## src/rtl/cnt_seq_ctrl_pkg.sv

```systemverilog
// Shared definitions for the counter sequencer: state encodings and the
// default counter width it must agree with.
package cnt_seq_ctrl_pkg;

    localparam int CNT_WIDTH = 5;

    typedef enum logic [1:0] {
        ST_IDLE = 2'd0,
        ST_LOAD = 2'd1,
        ST_RUN  = 2'd2
    } state_e;

endpackage

```

## src/rtl/cnt_seq_ctrl_if.sv

```systemverilog
// Control/feedback bundle between the sequencer and its user plus the
// downstream loadable counter.
interface cnt_seq_ctrl_if
    import cnt_seq_ctrl_pkg::*;
#(
    parameter int WIDTH = CNT_WIDTH,
    parameter int PRE_W = 4,
    parameter int PER_W = 8
) ();

    logic             start;
    logic             stop;
    logic             oneshot;
    logic [WIDTH-1:0] start_val;
    logic [WIDTH-1:0] term_val;
    logic [PRE_W-1:0] prescale;
    logic [WIDTH-1:0] cnt_q;
    logic             cnt_load;
    logic             cnt_enab;
    logic [WIDTH-1:0] cnt_din;
    logic             busy;
    logic             done;
    logic [PER_W-1:0] periods;

    modport master (
        output start, stop, oneshot, start_val, term_val, prescale, cnt_q,
        input  cnt_load, cnt_enab, cnt_din, busy, done, periods
    );

    modport slave (
        input  start, stop, oneshot, start_val, term_val, prescale, cnt_q,
        output cnt_load, cnt_enab, cnt_din, busy, done, periods
    );

endinterface

```

## src/rtl/cnt_seq_ctrl_tick_prescaler.sv

```systemverilog
// Free-running divider: tick is high once every pre_s+1 enabled cycles,
// starting pre_s cycles after a clear.
module cnt_seq_ctrl_tick_prescaler #(
    parameter int PRE_W = 4
) (
    input  logic             clk,
    input  logic             rst,
    input  logic             clr,
    input  logic             en,
    input  logic [PRE_W-1:0] pre_s,
    output logic             tick
);

    logic [PRE_W-1:0] pre_cnt_q;
    logic [PRE_W-1:0] pre_cnt_d;

    assign tick = (pre_cnt_q == pre_s);

    always_comb begin
        pre_cnt_d = pre_cnt_q;
        if (clr) begin
            pre_cnt_d = '0;
        end else if (en) begin
            pre_cnt_d = tick ? '0 : pre_cnt_q + 1'b1;
        end
    end

    always_ff @(posedge clk) begin
        if (rst) begin
            pre_cnt_q <= '0;
        end else begin
            pre_cnt_q <= pre_cnt_d;
        end
    end

endmodule

```

## src/rtl/cnt_seq_ctrl.sv

```systemverilog
// One-shot / periodic timer sequencer driving an external loadable counter:
// load start value, step at a prescaled rate, stop or reload at terminal.
module cnt_seq_ctrl
    import cnt_seq_ctrl_pkg::*;
#(
    parameter int WIDTH = CNT_WIDTH,
    parameter int PRE_W = 4,
    parameter int PER_W = 8
) (
    input  logic           clk,
    input  logic           rst,
    cnt_seq_ctrl_if.slave  bus
);

    state_e           state_q, state_d;
    logic [WIDTH-1:0] start_s_q, start_s_d;
    logic [WIDTH-1:0] term_s_q, term_s_d;
    logic [PRE_W-1:0] pre_s_q, pre_s_d;
    logic             os_s_q, os_s_d;
    logic             done_q, done_d;
    logic [PER_W-1:0] periods_q, periods_d;
    logic             tick;
    logic             at_term;

    assign at_term = (bus.cnt_q == term_s_q);

    cnt_seq_ctrl_tick_prescaler #(.PRE_W(PRE_W)) u_prescaler (
        .clk   (clk),
        .rst   (rst),
        .clr   (bus.stop || (state_q == ST_LOAD)),
        .en    (state_q == ST_RUN),
        .pre_s (pre_s_q),
        .tick  (tick)
    );

    always_comb begin
        state_d   = state_q;
        start_s_d = start_s_q;
        term_s_d  = term_s_q;
        pre_s_d   = pre_s_q;
        os_s_d    = os_s_q;
        done_d    = 1'b0;
        periods_d = periods_q;
        if (bus.stop) begin
            state_d = ST_IDLE;
        end else begin
            case (state_q)
                ST_IDLE: begin
                    if (bus.start) begin
                        start_s_d = bus.start_val;
                        term_s_d  = bus.term_val;
                        pre_s_d   = bus.prescale;
                        os_s_d    = bus.oneshot;
                        periods_d = '0;
                        state_d   = ST_LOAD;
                    end
                end
                ST_LOAD: state_d = ST_RUN;
                ST_RUN: begin
                    // The counter holds at term because enab is masked here.
                    if (at_term) begin
                        done_d    = 1'b1;
                        periods_d = (&periods_q) ? periods_q : periods_q + 1'b1;
                        state_d   = os_s_q ? ST_IDLE : ST_LOAD;
                    end
                end
                default: state_d = ST_IDLE;
            endcase
        end
    end

    always_ff @(posedge clk) begin
        if (rst) begin
            state_q   <= ST_IDLE;
            start_s_q <= '0;
            term_s_q  <= '0;
            pre_s_q   <= '0;
            os_s_q    <= 1'b0;
            done_q    <= 1'b0;
            periods_q <= '0;
        end else begin
            state_q   <= state_d;
            start_s_q <= start_s_d;
            term_s_q  <= term_s_d;
            pre_s_q   <= pre_s_d;
            os_s_q    <= os_s_d;
            done_q    <= done_d;
            periods_q <= periods_d;
        end
    end

    assign bus.cnt_load = (state_q == ST_LOAD);
    assign bus.cnt_enab = (state_q == ST_RUN) && tick && !at_term;
    assign bus.cnt_din  = start_s_q;
    assign bus.busy     = (state_q != ST_IDLE);
    assign bus.done     = done_q;
    assign bus.periods  = periods_q;

endmodule

```

## src/flat_wrapper.sv

```systemverilog
// flat-port wrapper written by rule: the top's interface ports become plain ports
module cnt_seq_ctrl_flat import cnt_seq_ctrl_pkg::*;
#(
    parameter int WIDTH = CNT_WIDTH,
    parameter int PRE_W = 4,
    parameter int PER_W = 8
)
  (clk, rst, bus_start, bus_stop, bus_oneshot, bus_start_val, bus_term_val, bus_prescale, bus_cnt_q, bus_cnt_load, bus_cnt_enab, bus_cnt_din, bus_busy, bus_done, bus_periods);
  cnt_seq_ctrl_if #(.WIDTH(WIDTH), .PRE_W(PRE_W), .PER_W(PER_W)) bus_i ();
  input  logic clk;
  input  logic rst;
  input wire logic [$bits(bus_i.start)-1:0] bus_start;
  input wire logic [$bits(bus_i.stop)-1:0] bus_stop;
  input wire logic [$bits(bus_i.oneshot)-1:0] bus_oneshot;
  input wire logic [$bits(bus_i.start_val)-1:0] bus_start_val;
  input wire logic [$bits(bus_i.term_val)-1:0] bus_term_val;
  input wire logic [$bits(bus_i.prescale)-1:0] bus_prescale;
  input wire logic [$bits(bus_i.cnt_q)-1:0] bus_cnt_q;
  output wire logic [$bits(bus_i.cnt_load)-1:0] bus_cnt_load;
  output wire logic [$bits(bus_i.cnt_enab)-1:0] bus_cnt_enab;
  output wire logic [$bits(bus_i.cnt_din)-1:0] bus_cnt_din;
  output wire logic [$bits(bus_i.busy)-1:0] bus_busy;
  output wire logic [$bits(bus_i.done)-1:0] bus_done;
  output wire logic [$bits(bus_i.periods)-1:0] bus_periods;
  assign bus_i.start = bus_start;
  assign bus_i.stop = bus_stop;
  assign bus_i.oneshot = bus_oneshot;
  assign bus_i.start_val = bus_start_val;
  assign bus_i.term_val = bus_term_val;
  assign bus_i.prescale = bus_prescale;
  assign bus_i.cnt_q = bus_cnt_q;
  assign bus_cnt_load = bus_i.cnt_load;
  assign bus_cnt_enab = bus_i.cnt_enab;
  assign bus_cnt_din = bus_i.cnt_din;
  assign bus_busy = bus_i.busy;
  assign bus_done = bus_i.done;
  assign bus_periods = bus_i.periods;
  cnt_seq_ctrl #(.WIDTH(WIDTH), .PRE_W(PRE_W), .PER_W(PER_W)) u_core (.clk(clk), .rst(rst), .bus(bus_i));
endmodule
```

## config.mk

```make
export PLATFORM = sky130hd
export DESIGN_NAME = cnt_seq_ctrl_flat
export DESIGN_NICKNAME = d
export VERILOG_FILES = /design/src/rtl/cnt_seq_ctrl_pkg.sv /design/src/rtl/cnt_seq_ctrl_if.sv /design/src/rtl/cnt_seq_ctrl_tick_prescaler.sv /design/src/rtl/cnt_seq_ctrl.sv /design/src/flat_wrapper.sv
export SDC_FILE = /design/constraint.sdc
export NUM_CORES = 1
export LEC_CHECK = 0
export CAP_MARGIN = 20
export CORE_ASPECT_RATIO = 0.6
export CORE_MARGIN = 2
export CORE_UTILIZATION = 42
export DETAILED_ROUTE_END_ITERATION = 8
export PLACE_DENSITY = 0.8
export REMOVE_ABC_BUFFERS = 1
export SYNTH_ARGS = -nofsm -noshare
export SYNTH_HDL_FRONTEND = slang
export SYNTH_SLANG_ARGS = --single-unit
```

## constraint.sdc

```tcl
create_clock -name clk -period 1.6 [get_ports clk]
set_clock_uncertainty 0.2 [all_clocks]
set_input_delay 0.4 -clock clk [delete_from_list [all_inputs] [get_ports clk]]
set_output_delay 0.4 -clock clk [all_outputs]
set_load 0.02 [all_outputs]
```

==> impl_metrics.yaml, run 1 <==
clock_network:
  htree_levels: 2
  clockBufferDepth: 2
  cts.sinks: 30
  cts_tree: "built"
  cts_root_buf: "clkbuf_8"
  clk_pin_slew_worst_paths_ns: 0.07
  clk_latency_ns: 0.29
  hold_buffers: 0
  cts_inserted_buffers: 5
power:
  irDropWorstVdd_uv: 648
  p_leak_nw: 1.12
  p_total_mw: 1.85
  powerDensity_nw_per_um2: 706
floorplanning:
  die_y_um: 49.2
  start_util_pct: 43.9
  core_area_um2: 3260
  pin_count: 41
  row_count: 16
  die_width_um: 79.4
  die_area_um2: 3910
yosys:
  syn_area_um2: 1430
  ys_ff_latch: 30
  synth_cell_type_count: 39
  synthArstFlopShare_pct: 0
  yosys_warnings: 0
  synthCells: 174
  synth_edf_count: 0
  ys_seq_area_share_pct: 42.0
  syn_area_per_cell_um2: 8.23
  synth_top_flop_cell: "dfxtp_1"
run_status:
  violations: "setup timing"
  status: "finished, violations left"
sta:
  max_freq_mhz: 485
  setup_tns_ns: -6.59
  worstMarginPinSlew_ns: 0.334
  drv_slew: 0
  holdWs_ns: 0.264
  period_share_pct: 129
  hold_viol: 0
  finalCriticalPeriod_ns: 2.06
  setup_ws_ns: -0.461
  rsz0062_at_grt: "yes"
  setup_viol: 28
  max_slew_margin_pct: 77.4
global_routing:
  antenna_found_initial: 0
  grt_use_total_pct: 23.1
  grt_pass1_vias: 1468
  gr-total-overflow: 0
  grt_pass1_wl_um: 6780
  grt_max_degree: 22
finish:
  post-route-util_pct: 80.3
  n_antenna_cell: 0
  final_nets: 282
  drive_gt1_share_pct: 45.5
  stdcell_area_um2: 2620
  layout_common_cells: "buf_4, nand2_1, dfxtp_1, clkdlybuf4s50_1, buf_6"
  finalNonFillerCells: 302
  n_fill_cell: 183
  final_common_cell: "buf_4"
  area_delta_synth_final_pct: 83.1
routing:
  ant_nets: 0
  wire_per_inst_um: 17.0
  drc: 0
  drtIter0Drc: 99
  wl_um: 5130
  first_pass_iters: 4
  vias_per_cell: 5.32
  num_vias: 1607
flow_run:
  max_cap_viol_count: 0
critical_path:
  crit_type: "register to output pin"
  crit_arrival_ns: 1.46
  slowest_stage: "dfxtp_1"
  crit_chain: "xor2_1, nor3_1, nand3_1, nor2_2, buf_6"
  crit_family: "simple AND/OR/NAND/NOR gates"
  cp_max_fo: 2
  max_stage_delay_ns: 0.33
  worstSetupStartpointType: "register"
  endpoint_kind: "output pin"
  cp_num_buf_inv: 1
  required_ns: 1.00
placed_design:
  dpl_cell_area_um2: 2070
  dpl.hpwl_um: 2610
  portBuffers: 40
  place.gp.congestion: 0.884
  dp_slack_ns: -1.10
  place_inst: 281
min_path:
  hold_class: "register to register"
registers in the layout, summed over array words and instances, names as in the netlist:
name                          cells
u_core.bus.done                   1
u_core.os_s_q                     1
u_core.bus.periods                8
u_core.term_s_q                   5
u_core.u_prescaler.pre_cnt_q      4
u_core.state_q                    2
u_core.pre_s_q                    4
u_core.bus.cnt_din                5
worst paths after layout:
check	startpoint	end	slack, ns	cells after the start
worst max-delay path	u_core.u_prescaler.pre_cnt_q[3]$_SDFFE_PP0P_	bus_cnt_enab	-0.46	5
worst min-delay path	u_core.bus.cnt_din[4]$_SDFFE_PP0P_	u_core.bus.cnt_din[4]$_SDFFE_PP0P_	0.26	2
worst max register to register	u_core.state_q[0]$_SDFFE_PP0P_	u_core.bus.cnt_din[0]$_SDFFE_PP0P_	-0.31	8
worst min register to register	u_core.bus.cnt_din[4]$_SDFFE_PP0P_	u_core.bus.cnt_din[4]$_SDFFE_PP0P_	0.26	2
area by class of cell:
class / count / area, µm² / share of cell area (%)
Multi-Input combinational cell: 132 / 1010 / 38.4
Tap cell: 45 / 56.3 / 2.15
Inverter: 3 / 11.3 / 0.430
Timing Repair Buffer: 84 / 828 / 31.6
Sequential cell: 30 / 608 / 23.2
Clock buffer: 8 / 110 / 4.20
tightest hold or removal path: cells and delay by family, from the launching register on:
| family | cells | cell delay [ns] |
|---|---|---|
| AOI/OAI and AO/OA | 1 | 0.05 |
| DFF | 1 | 0.31 |
| and+or+nand+nor | 1 | 0.07 |
metal layers:
| metal | track usage (%) | routed length, µm |
|---|---|---|
| met1 | 28.8 | 2120 |
| met2 | 37.0 | 2520 |
| met3 | 7.41 | 303 |
| met4 | 9.48 | 179 |
| met5 | 0 | 0 |
cell families (layout without fill, tap and decap cells):
kind of cell,after synthesis,after routing,synth area share [%]
AND/OR/NAND/NOR,81,81,29.3
AO/OA/AOI/OAI,36,36,14.9
flip-flops,30,30,42.0
XOR/XNOR,12,12,7.34
buffers and inverters,12,95,4.02
adder cells (fa/ha/maj),2,2,1.75
multiplexers,1,1,0.787
Yosys cell counts (all sizes together) (3+ instances only):
library cell / number / share of area [%]
a31oi: 3 / 1.3
buf: 5 / 2.2
and2: 3 / 1.5
nor2: 12 / 3.3
nand3: 9 / 3.1
nand2b: 3 / 1.5
dfxtp: 30 / 42
o41ai: 3 / 2.4
o21ai: 6 / 2.1
nor3: 4 / 1.4
a21oi: 20 / 7.0
inv: 3 / 0.79
clkbuf: 4 / 1.0
nand2: 38 / 10
xnor2: 4 / 2.4
xor2: 8 / 4.9
power by group:
| group | switching [mW] | leakage (nW) | internal, mW |
|---|---|---|---|
| logic | 0.153 | 0.813 | 0.181 |
| registers | 0.0155 | 0.246 | 0.768 |
| clock network | 0.299 | 0.0575 | 0.434 |
timing repair:
action | in CTS | in global routing
setup endpoints to repair | 43 | 37
gates resized for setup | 64 | 76
gates cloned | 2 | 1
pin swaps | 16 | 29
buffers inserted | 5 | 6
hold endpoints to repair | 0 | 0
Note: power is estimated with default switching activity, not from simulation.
==> run 2, diff against run 1 <==
SKIP_CTS_REPAIR_TIMING = 1   (was not set)
==> run 2 against run 1 <==
  * The run still ends with setup timing left
  * Clock power increased by 2%
  * Sequential cell count unchanged
  * Critical path depth unchanged
  * First-iteration DRC count decreased by 9.1%
  * Non-clock buffer count decreased by 2
  * Utilization increased by 2.9 points
  * Global-route usage decreased by 2.3 points
  * Power increased by 0.74%
  * Via count decreased by 1.4%
==> impl_metrics.yaml, run 2 (synthesized netlist as in run 1, its figures left out) <==
run_status:
  status: "finished, violations left"
  violations: "setup timing"
finish:
  post-route-util_pct: 83.2
  n_antenna_cell: 0
  n_fill_cell: 168
  area_delta_synth_final_pct: 89.7
  drive_gt1_share_pct: 45.5
  final_nets: 280
  ff_latch_area_um2: 606
  largest_register_ffs: 8
  layout_common_cells: "buf_4, dfxtp_1, nand2_1, dlymetal6s2s_1, clkdlybuf4s50_1"
  final_common_cell: "buf_4"
  multi_input_area_um2: 1050
routing:
  wl_um: 5310
  drc: 0
  first_pass_iters: 4
  num_vias: 1584
  drtIter0Drc: 90
  ant_nets: 0
  wire_per_inst_um: 17.7
  vias_per_cell: 5.28
critical_path:
  crit_type: "register to output pin"
  cp_max_fo: 2
  reg2reg_from: "u_core.state_q[0]$_SDFFE_PP0P_"
  r2r-end: "u_core.bus.periods[6]$_SDFFE_PP0P_"
  crit_arrival_ns: 1.45
  required_ns: 1.00
  cp-startpoint: "u_core.term_s_q[4]$_SDFFE_PP0P_"
  endpoint_kind: "output pin"
  crit_path_end: "bus_cnt_enab"
  reg2regPathDepth: 6
  r2r_setup_slack_ns: -0.28
  worstSetupStartpointType: "register"
floorplanning:
  die_y_um: 49.2
  start_util_pct: 43.9
  die_width_um: 79.4
  die_area_um2: 3910
  pin_count: 41
  core_area_um2: 3260
  row_count: 16
sta:
  max_freq_mhz: 489
  drv_slew: 0
  period_share_pct: 128
  rsz0062_at_grt: "yes"
  setup_ws_ns: -0.445
  setup_tns_ns: -5.00
  max_slew_margin_pct: 77.2
  finalCriticalPeriod_ns: 2.05
  hold_viol: 0
  worstMarginPinSlew_ns: 0.342
  setup_viol: 28
clock_network:
  clockBufferDepth: 2
  clk_pin_slew_worst_paths_ns: 0.07
  cts_root_buf: "clkbuf_8"
  cts_tree: "built"
  htree_levels: 2
  cts_inserted_buffers: 5
  clk_latency_ns: 0.29
  cts.sinks: 30
global_routing:
  antenna_found_initial: 0
  grt_pass1_vias: 1334
  grt_use_total_pct: 20.8
  grt_pass1_wl_um: 6110
  grt_max_degree: 22
  gr-total-overflow: 0
placed_design:
  portBuffers: 40
  dpl.hpwl_um: 2610
  place.gp.congestion: 0.884
power:
  irDropWorstVdd_uv: 565
  powerDensity_nw_per_um2: 687
  p_leak_nw: 1.41
  p_total_mw: 1.86
min_path:
  hold_class: "register to register"
flow_run:
  max_cap_viol_count: 0
run 2: cell count changes in the layout (fill, tap and decap cells not counted), sizes merged:
cell           change
dlygate4sd2       -10
clkbuf             -1
clkdlybuf4s15      -9
buf                -3
dlymetal6s2s      +21
run 2: worst min path at each step:
stage                                        from                                 end  slack, ns  depth (start not counted)
2_1_floorplan          u_core.os_s_q$_SDFFE_PP0P_      u_core.state_q[0]$_SDFFE_PP0P_       0.21                          1
3_3_place_gp           u_core.os_s_q$_SDFFE_PP0P_      u_core.state_q[0]$_SDFFE_PP0P_       0.23                          1
3_5_place_dp           u_core.os_s_q$_SDFFE_PP0P_      u_core.state_q[0]$_SDFFE_PP0P_       0.24                          1
4_1_cts                u_core.os_s_q$_SDFFE_PP0P_      u_core.state_q[0]$_SDFFE_PP0P_       0.25                          1
5_1_grt        u_core.bus.cnt_din[0]$_SDFFE_PP0P_  u_core.bus.cnt_din[0]$_SDFFE_PP0P_       0.29                          2
6_report       u_core.bus.cnt_din[0]$_SDFFE_PP0P_  u_core.bus.cnt_din[0]$_SDFFE_PP0P_       0.27                          2
run 2: power breakdown:
| part | total (mW) | internal [mW] | switching [mW] | leakage [nW] |
|---|---|---|---|---|
| clock | 0.744 | 0.434 | 0.310 | 0.0575 |
| combinational | 0.336 | 0.184 | 0.151 | 1.11 |
| sequential | 0.784 | 0.767 | 0.0165 | 0.245 |
| total | 1.86 | 1.39 | 0.478 | 1.41 |
run 2: metrics by stage:
| stage | hold slack (ns) | setup WS, ns | area, µm² | cells |
|---|---|---|---|---|
| floorplan | 0.214 | -0.334 | 1390 | 165 |
| global placement | 0.234 | -1.09 | 2070 | 281 |
| detailed placement | 0.242 | -1.10 | 2070 | 281 |
| CTS | 0.251 | -1.10 | 2180 | 289 |
| global route | 0.287 | -0.496 | 2720 | 300 |
| finish | 0.267 | -0.445 | 2720 | 300 |
run 2: layout make-up:
type,count,share of cell area [%]
multi-input combinational,132,38.8
timing repair buffer,82,32.3
inverter,3,0.415
clock buffer,8,4.06
sequential,30,22.3
tap,45,2.07
run 2: routing by layer:
layer | part of all wire (%) | vias up | GRT usage, %
li1 | - | 762 | -
met1 | 43 | 756 | 27.6
met2 | 50 | 58 | 29.9
met3 | 5.6 | 8 | 7.41
met4 | 1.5 | 0 | 9.77
met5 | 0 | - | 0
run 2: worst max-delay path, stage by stage, from the launching register on:
cell	delay, ns
dfxtp_2	0.33
xor2_1	0.17
nor3_2	0.24
and3_4	0.23
nor2_2	0.05
buf_6	0.12
==> run 3, diff against run 2 <==
CORE_ASPECT_RATIO = 0.75   (was 0.6)
==> run 3 against run 2 <==
  * Sequential power about the same
  * Hold slack got worse by 0.0097 ns
  * First-iteration DRC count increased by 14%
  * Power decreased by 9.7%
  * Wire length shrank 21%
  * Worst setup slack worse by 0.017 ns
  * Global-route usage down 1.7 points
  * Design area decreased by 7.6%
  * The run still ends with setup timing left
  * Die area decreased by 0.27%
==> impl_metrics.yaml, run 3 (synthesized netlist as in run 1, its figures left out) <==
sta:
  max_freq_mhz: 485
  period_share_pct: 129
  setup_viol: 27
  worstMarginPinSlew_ns: 0.301
  rsz0062_at_grt: "yes"
  max_slew_margin_pct: 79.9
  hold_viol: 0
  setup_ws_ns: -0.462
  setup_tns_ns: -4.39
  holdWs_ns: 0.258
  drv_slew: 0
  finalCriticalPeriod_ns: 2.06
floorplanning:
  start_util_pct: 43.8
  pin_count: 41
  core_area_um2: 3270
  row_count: 18
  die_y_um: 54.6
  die_area_um2: 3900
  die_width_um: 71.4
clock_network:
  htree_levels: 2
  clk_pin_slew_worst_paths_ns: 0.06
  cts_root_buf: "clkbuf_8"
  clk_latency_ns: 0.27
  cts.sinks: 30
  cts_inserted_buffers: 5
  clockBufferDepth: 2
  cts_tree: "built"
critical_path:
  reg2regPathDepth: 7
  crit_path_end: "bus_cnt_enab"
  endpoint_kind: "output pin"
  crit_arrival_ns: 1.46
  cp-startpoint: "u_core.term_s_q[4]$_SDFFE_PP0P_"
  r2r_setup_slack_ns: -0.21
  worstSetupStartpointType: "register"
  r2r-end: "u_core.bus.periods[2]$_SDFFE_PP0P_"
  cp_max_fo: 3
  crit_type: "register to output pin"
  reg2reg_from: "u_core.state_q[1]$_SDFFE_PP0P_"
  required_ns: 1.00
finish:
  n_antenna_cell: 0
  stdcell_area_um2: 2510
  final_common_cell: "buf_4"
  multi_input_area_um2: 982
  n_fill_cell: 223
  final_nets: 277
  drive_gt1_share_pct: 41.7
  largest_register_ffs: 8
  layout_common_cells: "buf_4, dfxtp_1, nand2_1, dlymetal6s2s_1, clkdlybuf4s50_1"
  ff_latch_area_um2: 607
  area_delta_synth_final_pct: 75.2
  finalNonFillerCells: 292
  post-route-util_pct: 76.8
routing:
  first_pass_iters: 4
  vias_per_cell: 5.25
  wire_per_inst_um: 14.4
  ant_nets: 0
  drtIter0Drc: 103
  drc: 0
  wl_um: 4200
  num_vias: 1532
placed_design:
  dpl_cell_area_um2: 2070
  portBuffers: 40
  place.gp.congestion: 0.848
  place_inst: 276
  dpl.hpwl_um: 2520
min_path:
  hold_class: "register to register"
run_status:
  violations: "setup timing"
  status: "finished, violations left"
global_routing:
  grt_pass1_vias: 1269
  grt_max_degree: 18
  gr-total-overflow: 0
  grt_use_total_pct: 19.1
  grt_pass1_wl_um: 5580
  antenna_found_initial: 0
flow_run:
  max_cap_viol_count: 0
power:
  powerDensity_nw_per_um2: 671
  p_leak_nw: 1.31
  irDropWorstVdd_uv: 525
-- run 3: cell types whose count changed in the layout (fill, tap and decap cells not counted), moves of 3 or more --
| cell | delta |
|---|---|
| buf_4 | +6 |
| nand2_4 | -5 |
| buf_6 | -5 |
| nand2_2 | +3 |
-- run 3: cell type report --
cell class	count	share of cell area, %
multi-input combinational	132	39.2
timing repair buffer	79	30.5
sequential	30	24.2
clock buffer	7	3.44
tap	40	2.00
inverter	3	0.449
clock inverter	1	0.200
-- run 3: how the worst min path moves through the flow --
stage / startpoint / end / cells after the start
3_3_place_gp: u_core.os_s_q$_SDFFE_PP0P_ / u_core.state_q[0]$_SDFFE_PP0P_ / 1
4_1_cts: u_core.os_s_q$_SDFFE_PP0P_ / u_core.state_q[0]$_SDFFE_PP0P_ / 1
3_5_place_dp: u_core.os_s_q$_SDFFE_PP0P_ / u_core.state_q[0]$_SDFFE_PP0P_ / 1
6_report: u_core.bus.cnt_din[3]$_SDFFE_PP0P_ / u_core.bus.cnt_din[3]$_SDFFE_PP0P_ / 2
2_1_floorplan: u_core.os_s_q$_SDFFE_PP0P_ / u_core.state_q[0]$_SDFFE_PP0P_ / 1
5_1_grt: u_core.bus.cnt_din[3]$_SDFFE_PP0P_ / u_core.bus.cnt_din[3]$_SDFFE_PP0P_ / 2
-- run 3: layer usage --
metal  vias up  global-route usage [%]  share of wire, %
met3         4                    6.45               5.9
li1        750                       -                 -
met1       731                    23.0                39
met5         -                       0                 0
met4         0                    7.55               1.3
met2        47                    32.1                53
-- run 3: power by group --
group / internal (mW) / switching, mW
Sequential: 0.768 / 0.0138
Combinational: 0.153 / 0.131
Clock: 0.346 / 0.271
Total: 1.27 / 0.416
-- run 3: stage by stage --
step	setup slack [ns]	total power, mW
floorplan	-0.334	0.878
global placement	-1.12	1.00
detailed placement	-1.13	1.01
CTS	-1.13	1.62
global route	-0.542	1.75
finish	-0.462	1.68
-- run 3: critical path, cell delays in order (launching register included) --
cell and delay, ns:
dfxtp_2 0.33, xor2_1 0.17, nor3_2 0.19, buf_4 0.15, and3_4 0.19, nor2_4 0.04, buf_6 0.13
